===== config.mk =====
export PLATFORM = sky130hd
export DESIGN_NAME = inst_fetch_bridge_flat
export DESIGN_NICKNAME = d
export VERILOG_FILES = /design/src/rtl/inst_fetch_bridge_pkg.sv /design/src/rtl/inst_fetch_bridge_if.sv /design/src/rtl/inst_fetch_bridge.sv /design/src/flat_wrapper.sv
export SDC_FILE = /design/constraint.sdc
export NUM_CORES = 1
export LEC_CHECK = 0
export BUFFER_PORTS_ARGS = -buffer_cell sky130_fd_sc_hd__buf_2
export CORE_AREA = 3 3 93 77
export CTS_CLUSTER_DIAMETER = 150
export CTS_CLUSTER_SIZE = 30
export DETAILED_ROUTE_END_ITERATION = 8
export DIE_AREA = 0 0 96 80
export GPL_TIMING_DRIVEN = 0
export PLACE_DENSITY = 0.84
export SYNTH_ARGS = -nofsm -noshare
export SYNTH_HDL_FRONTEND = slang
export SYNTH_SLANG_ARGS = --single-unit

===== constraint.sdc =====
create_clock -name clk -period 2.1 [get_ports clk]
set_clock_uncertainty 0.05 [all_clocks]
set_input_delay 0.315 -clock clk [delete_from_list [all_inputs] [get_ports clk]]
set_output_delay 0.315 -clock clk [all_outputs]
set_load 0.02 [all_outputs]

===== src/rtl/inst_fetch_bridge_pkg.sv =====
// Shared CPU-side definitions for the instruction fetch bridge: FSM encoding,
// the NOP word and the stop/enable levels used by the pipeline control signals.
package inst_fetch_bridge_pkg;

  typedef enum logic [1:0] {
    S_IDLE = 2'd0,
    S_REQ  = 2'd1,
    S_WAIT = 2'd2,
    S_DONE = 2'd3
  } fetch_state_t;

  localparam logic [31:0] NOP_WORD     = 32'h0000_0000;
  localparam logic        STOP         = 1'b1;
  localparam logic        NO_STOP      = 1'b0;
  localparam logic        CHIP_ENABLE  = 1'b1;
  localparam logic        CHIP_DISABLE = 1'b0;
  localparam int          STALL_IFID   = 1;

endpackage


===== src/rtl/inst_fetch_bridge_if.sv =====
// SRAM-like instruction bus: request/address toward the slave, address
// accept, read data and data-valid back toward the fetch bridge.
interface inst_fetch_bridge_if #(
  parameter int ADDR_W = 32,
  parameter int DATA_W = 32
);
  logic              inst_req;
  logic [ADDR_W-1:0] inst_addr;
  logic              inst_addr_ok;
  logic [DATA_W-1:0] inst_rdata;
  logic              inst_data_ok;

  modport master (
    output inst_req, inst_addr,
    input  inst_addr_ok, inst_rdata, inst_data_ok
  );

  modport slave (
    input  inst_req, inst_addr,
    output inst_addr_ok, inst_rdata, inst_data_ok
  );
endinterface


===== src/rtl/inst_fetch_bridge.sv =====
// One-outstanding instruction fetch per PC: 3 cycles to a valid word with a zero-wait
// slave; stalls the pipeline until DONE and holds the word while IF/ID is stalled.
module inst_fetch_bridge
  import inst_fetch_bridge_pkg::*;
#(
  parameter int ADDR_W = 32,
  parameter int DATA_W = 32
) (
  input  logic              clk,
  input  logic              rst,
  input  logic              ce_i,
  input  logic [ADDR_W-1:0] pc_i,
  input  logic              flush_i,
  input  logic [5:0]        stall_i,
  output logic              stallreq_o,
  output logic [DATA_W-1:0] inst_o,
  output logic              inst_valid_o,
  inst_fetch_bridge_if.master bus
);

  fetch_state_t      state;
  logic [ADDR_W-1:0] addr_r;
  logic [DATA_W-1:0] inst_buf;
  logic              discard_r;
  logic              kill;
  logic              unused_stall;

  // A dropped enable is treated exactly like a redirect.
  assign kill         = flush_i | (ce_i == CHIP_DISABLE);
  assign unused_stall = ^{stall_i[5:2], stall_i[0]};

  always_ff @(posedge clk or negedge rst) begin
    if (!rst) begin
      state     <= S_IDLE;
      addr_r    <= '0;
      inst_buf  <= DATA_W'(NOP_WORD);
      discard_r <= 1'b0;
    end else begin
      case (state)
        S_IDLE: begin
          discard_r <= 1'b0;
          if (ce_i == CHIP_ENABLE && !flush_i) begin
            addr_r <= pc_i;
            state  <= S_REQ;
          end
        end
        S_REQ: begin
          if (kill) discard_r <= 1'b1;
          if (bus.inst_addr_ok) state <= S_WAIT;
        end
        S_WAIT: begin
          if (bus.inst_data_ok) begin
            if (discard_r || kill) begin
              discard_r <= 1'b0;
              state     <= S_IDLE;
            end else begin
              inst_buf <= bus.inst_rdata;
              state    <= S_DONE;
            end
          end else if (kill) begin
            discard_r <= 1'b1;
          end
        end
        S_DONE: begin
          if (kill) begin
            inst_buf <= DATA_W'(NOP_WORD);
            state    <= S_IDLE;
          end else if (!stall_i[STALL_IFID]) begin
            state <= S_IDLE;
          end
        end
        default: state <= S_IDLE;
      endcase
    end
  end

  // Bus side is decoded from registers only; no path from inst_addr_ok to inst_req.
  assign bus.inst_req  = (state == S_REQ);
  assign bus.inst_addr = addr_r;

  // Gated by rst so the request drops the instant reset asserts.
  assign stallreq_o   = (rst && ce_i == CHIP_ENABLE && state != S_DONE) ? STOP : NO_STOP;
  assign inst_valid_o = (state == S_DONE);
  assign inst_o       = inst_valid_o ? inst_buf : DATA_W'(NOP_WORD);

endmodule

===== src/flat_wrapper.sv =====
// flat-port wrapper written by rule: the top's interface ports become plain ports
module inst_fetch_bridge_flat import inst_fetch_bridge_pkg::*;
#(
  parameter int ADDR_W = 32,
  parameter int DATA_W = 32
)
  (clk, rst, ce_i, pc_i, flush_i, stall_i, stallreq_o, inst_o, inst_valid_o, bus_inst_req, bus_inst_addr, bus_inst_addr_ok, bus_inst_rdata, bus_inst_data_ok);
  inst_fetch_bridge_if #(.ADDR_W(ADDR_W), .DATA_W(DATA_W)) bus_i ();
  input  logic clk;
  input  logic rst;
  input  logic ce_i;
  input  logic [ADDR_W-1:0] pc_i;
  input  logic flush_i;
  input  logic [5:0] stall_i;
  output logic stallreq_o;
  output logic [DATA_W-1:0] inst_o;
  output logic inst_valid_o;
  output wire logic [$bits(bus_i.inst_req)-1:0] bus_inst_req;
  output wire logic [$bits(bus_i.inst_addr)-1:0] bus_inst_addr;
  input wire logic [$bits(bus_i.inst_addr_ok)-1:0] bus_inst_addr_ok;
  input wire logic [$bits(bus_i.inst_rdata)-1:0] bus_inst_rdata;
  input wire logic [$bits(bus_i.inst_data_ok)-1:0] bus_inst_data_ok;
  assign bus_inst_req = bus_i.inst_req;
  assign bus_inst_addr = bus_i.inst_addr;
  assign bus_i.inst_addr_ok = bus_inst_addr_ok;
  assign bus_i.inst_rdata = bus_inst_rdata;
  assign bus_i.inst_data_ok = bus_inst_data_ok;
  inst_fetch_bridge #(.ADDR_W(ADDR_W), .DATA_W(DATA_W)) u_core (.clk(clk), .rst(rst), .ce_i(ce_i), .pc_i(pc_i), .flush_i(flush_i), .stall_i(stall_i), .stallreq_o(stallreq_o), .inst_o(inst_o), .inst_valid_o(inst_valid_o), .bus(bus_i));
endmodule

# Word level (Yosys, flattened, before mapping)
# Cells that the tools add are included.
# totals
regBits	67
latchBits	0
mem_bits_rw	0
mem_bits_ro	0
out_inout_bits	67
word_cells	46
mem_count	0
# classes
n_addsub	0
mul	0
div_mod_pow	0
order_cmp	0
eq_ne	11
shifts	0
muxes	17
bitwise	2
reduce_logical	12
# op_table
cell	count
two-way mux 32 bit	4
case mux 32 bit (2 select lines)	1
two-way mux 2 bit	6
inequality test 2 bit, second input constant	4
case mux 2 bit (4 select lines)	1
AND reduction 4 bit	2
== test 2 bit, second input constant	2
two-way mux 1 bit	4
inequality test 2 x 1 -> 1 bit, second input constant	2
AND reduction 2 bit	2
logical AND 1 bit	3
inequality test 3 x 2 -> 1 bit, second input constant	1
inequality test 3 bit, second input constant	1
case mux 1 bit (3 select lines)	1
nonzero test 3 bit	1
== test 2 x 1 -> 1 bit, second input constant	1
zero test 2 bit	1
nonzero test 2 bit	1
zero test 1 bit	1
logical OR 1 bit	1
NOT 1 bit	1
bitwise OR 1 bit	1

# Longest topological paths before layout
# logic_depth
depth_word	6
ltp_mapped	7
ltp_nobuf	6

# Worst setup path before layout
# No wires, ideal clock.
# synth_timing
path_kind	register -> register
from	reg u_core.state[0]
to	reg u_core.state[1]
t_arrival_ps	1735
slack_ps	233
stages_incl_launch_ff	7
path_buffers	1
cell_sequence	dfrtp_1 > ha_1 > clkbuf_1 > and4b_1 > a2111oi_4 > a21oi_1 > a31oi_1
# synth_via
elab_chain_cells	3
word_cells_on_any_way	10
classes_between	7 x eq/ne; 1 x mux; 2 x reduce/logical
# synth_lines
element	line_no	source
from (decl)	inst_fetch_bridge.sv:21	fetch_state_t state;
from (signal assigned)	inst_fetch_bridge.sv:34	state <= S_IDLE;
from (signal assigned)	inst_fetch_bridge.sv:44	state <= S_REQ;
from (signal assigned)	inst_fetch_bridge.sv:49	if (bus.inst_addr_ok) state <= S_WAIT;
== test 2 bit (*)	n/a	
named net inst_valid_o	flat_wrapper.sv:17	output logic inst_valid_o;
inequality test 3 bit (no source line)	n/a	
AND reduction 4 bit (no source line)	n/a	
# Mark *: on every way through the listed nets, which the timed path passes. The rest lies on a longest branch.
# A chain may end at the register's enable or synchronous reset.

# Worst setup path in the final report
# layout_timing
from	reg u_core.state[1]
to	out inst_o[12]
# layout_via
elab_chain_cells	2
# layout_lines
element	line_no	source
== test 2 bit	inst_fetch_bridge.sv:83	assign inst_valid_o = (state == S_DONE);
two-way mux 32 bit	inst_fetch_bridge.sv:84	assign inst_o = inst_valid_o ? inst_buf : DATA_W'(NOP_WORD);
to (decl)	flat_wrapper.sv:16	output logic [DATA_W-1:0] inst_o;
# No other way between the ends.

==> reports/metrics.cfg <==
[drt]
via_per_inst = 4.82
drc = 0
finalWirelength_um = 6440
postRouteAntennaNets = 0
wl_per_cell_um = 14.5
vias = 2147
first_iter_violations = 41
dr.pass1.iters = 6

[clock_tree]
cts_buffer_depth = 2
hold_buffers = 0
htreeDepth = 3
cts_buffers = 9
clkTransAtPathRegs_ps = 70
clk_latency_ps = 320
root_buffer = clkbuf_8
cts_tree = yes
cts_sinks = 67

[yosys]
ys_top_cells_by_area = dfrtp_1 (60%), mux2_2 (13%), a22o_1 (10%)
netlist_area_sq_mm = 0.00281
synth-seq-area-share_pct = 59.7
synth_top_cell_area_share_pct = 59.7
synth_area_per_cell_sq_um = 13.7
async_flop_share_pct = 100
yosys_warnings = 0
ys.flop_type = dfrtp_1
ys_types = 20
synth_fp_nets = 287
synth_edf_count = 0
syn_inst = 205
synth_commonest_cells = dfrtp_1 (67), a22o_1 (32), and2_1 (32), mux2_2 (32), buf_2 (9)
yosysTopAreaCell = dfrtp_1
ys_ff_latch = 67
post-synth-top-count-cell = dfrtp_1

[worst_setup_path]
worstSetupPathType = reg2out
crit_arrival_ps = 1620
cp_max_fo = 10
required_ps = 1740
worstReg2RegStart = u_core.state[0]$_DFFE_PN0P_
crit_start = u_core.state[1]$_DFFE_PN0P_
reg2reg_to = u_core.inst_buf[10]$_DFFE_PN0P_
cp-end-kind = output port
r2r_cells = 7
rrSetupSlack_ps = 190
cp-start-kind = register

[sta]
slew-limit-headroom_pct = 44.1
fmax_mhz = 503
fin_setup_tns_ps = 0
period_share_pct = 94.7
fin_crit_ps = 1990
slew_violations = 0
worst_pin_slew_ps = 838
setup_viol = 0
hold_viol = 0
hold-worst-slack_ps = 42.2
rsz0062_at_grt = false

[die]
dieWidth_um = 96
rows = 26
io_pins = 143
initial_core_util_pct = 44.3
dieArea_sq_mm = 0.00768
core_area_sq_mm = 0.00634
die_h_um = 80

[placement]
dpl.hpwl_um = 4790
numPortBuffers = 137
place_congestion = 0.807

[final_layout]
antenna_cells = 0
area_growth_syn_to_layout_pct = 38.5
utilization_pct = 61.3
drive_above_1_share_pct = 57.1
nets = 438
fillers = 543

[pwr]
power_density_mw_per_mm2 = 1420
power_leakage_nw = 2.10
vdd_ir_drop_max_mv = 0.741

[global_route]
track_usage_pct = 17.2
grt_pass1_wl_um = 9940
antenna_found_initial = 0
grt_pass1_vias = 2078
grt-ovfl-total = 0
grt_max_degree = 69

[hold_path]
min-delay-path-class = in2async

[outcome]
status = complete, no violations

[job]
cap_violations = 0

==> state kept, by name (all words and copies together), names as in the netlist <==
signal and cells:
u_core.bus.inst_addr 32, u_core.discard_r 1, u_core.inst_buf 32, u_core.state 2
==> repair_timing <==
| action | 4_1_cts | 5_1_grt |
|---|---|---|
| endpoints found under the setup margin | 63 | 61 |
| gates resized for setup | 11 | 5 |
| setup buffers | 0 | 3 |
| pin swaps | 1 | 1 |
==> routing by layer <==
| metal | up-vias | wire [um] | GRT usage, % | part of all wire (%) |
|---|---|---|---|---|
| met2 | 73 | 3240 | 27.1 | 50 |
| li1 | 1031 | - | - | - |
| met1 | 1034 | 2760 | 23.3 | 43 |
| met3 | 9 | 367 | 4.24 | 5.7 |
| met4 | 0 | 67 | 5.54 | 1.0 |
| met5 | - | 0 | 0 | 0 |
==> worst max path at each step <==
stage                                            endpoint  slack [ps]  cells after the start
final                                          inst_o[12]         110                      5
after global routing                           inst_o[12]          20                      5
after CTS                                      inst_o[10]           5                      5
after detailed placement  u_core.inst_buf[10]$_DFFE_PN0P_         -80                      7
after global placement                         stallreq_o        -140                      4
after floorplan               u_core.state[1]$_DFFE_PN0P_         230                      6
==> worst max-delay path: stages, from the launching register on <==
cell and delay [ps]:
dfrtp_2 450, ha_1 220, buf_6 150, clkbuf_4 170
and2_1 140, buf_2 150
==> layout make-up <==
cell class	instances	area, sq um	share of cell area (%)
buffer	13	85.1	2.19
clock buffer	10	138	3.54
clock inverter	6	87.6	2.25
inverter	5	18.8	0.482
multi-input combinational	120	1070	27.4
sequential	67	1680	43.2
tap	84	105	2.70
timing repair buffer	140	711	18.3
==> cell families (layout without fill, tap and decap cells) <==
logic type	Yosys count	count (layout)	share of synthesized area [%]
fa+ha+maj	6	6	2.67
flops	67	67	59.7
buf+inv	18	174	2.81
simple gates	42	42	9.67
compound gates	40	40	12.3
mux	32	32	12.8
==> cells in the final DEF (no fill, tap or decap), types with 2 or more instances in the layout <==
| cell type | synthesis | final |
|---|---|---|
| dfrtp_2 | 0 | 2 |
| dfrtp_1 | 67 | 65 |
| clkbuf_8 | 0 | 11 |
| a22o_1 | 32 | 32 |
| nor2b_1 | 2 | 2 |
| bufinv_16 | 0 | 2 |
| nor2_1 | 2 | 2 |
| and2_1 | 32 | 32 |
| buf_2 | 9 | 145 |
| a31oi_1 | 3 | 2 |
| inv_1 | 5 | 5 |
| mux2_2 | 32 | 32 |
| clkinv_2 | 0 | 2 |
| a21oi_1 | 3 | 3 |
| buf_4 | 0 | 4 |
| ha_1 | 6 | 6 |
| clkbuf_4 | 0 | 2 |
==> report_power, final <==
part / total, W / switching, W / internal, W
registers: 0.00214 / 0.000286 / 0.00185
clock network: 0.00118 / 0.000473 / 0.000703
logic: 0.00220 / 0.00121 / 0.000983
==> metrics by stage <==
step	instances	area (sq um)	worst slack, ps	power, W
floorplan	205	2810	233	0.00353
global route	445	3890	16.8	0.00589
finish	445	3890	112	0.00551
CTS	442	3850	4.56	0.00554
detailed placement	426	3600	-81.9	0.00429
global placement	426	3600	-140	0.00420
No activity file was read; power rests on OpenSTA's default activity.
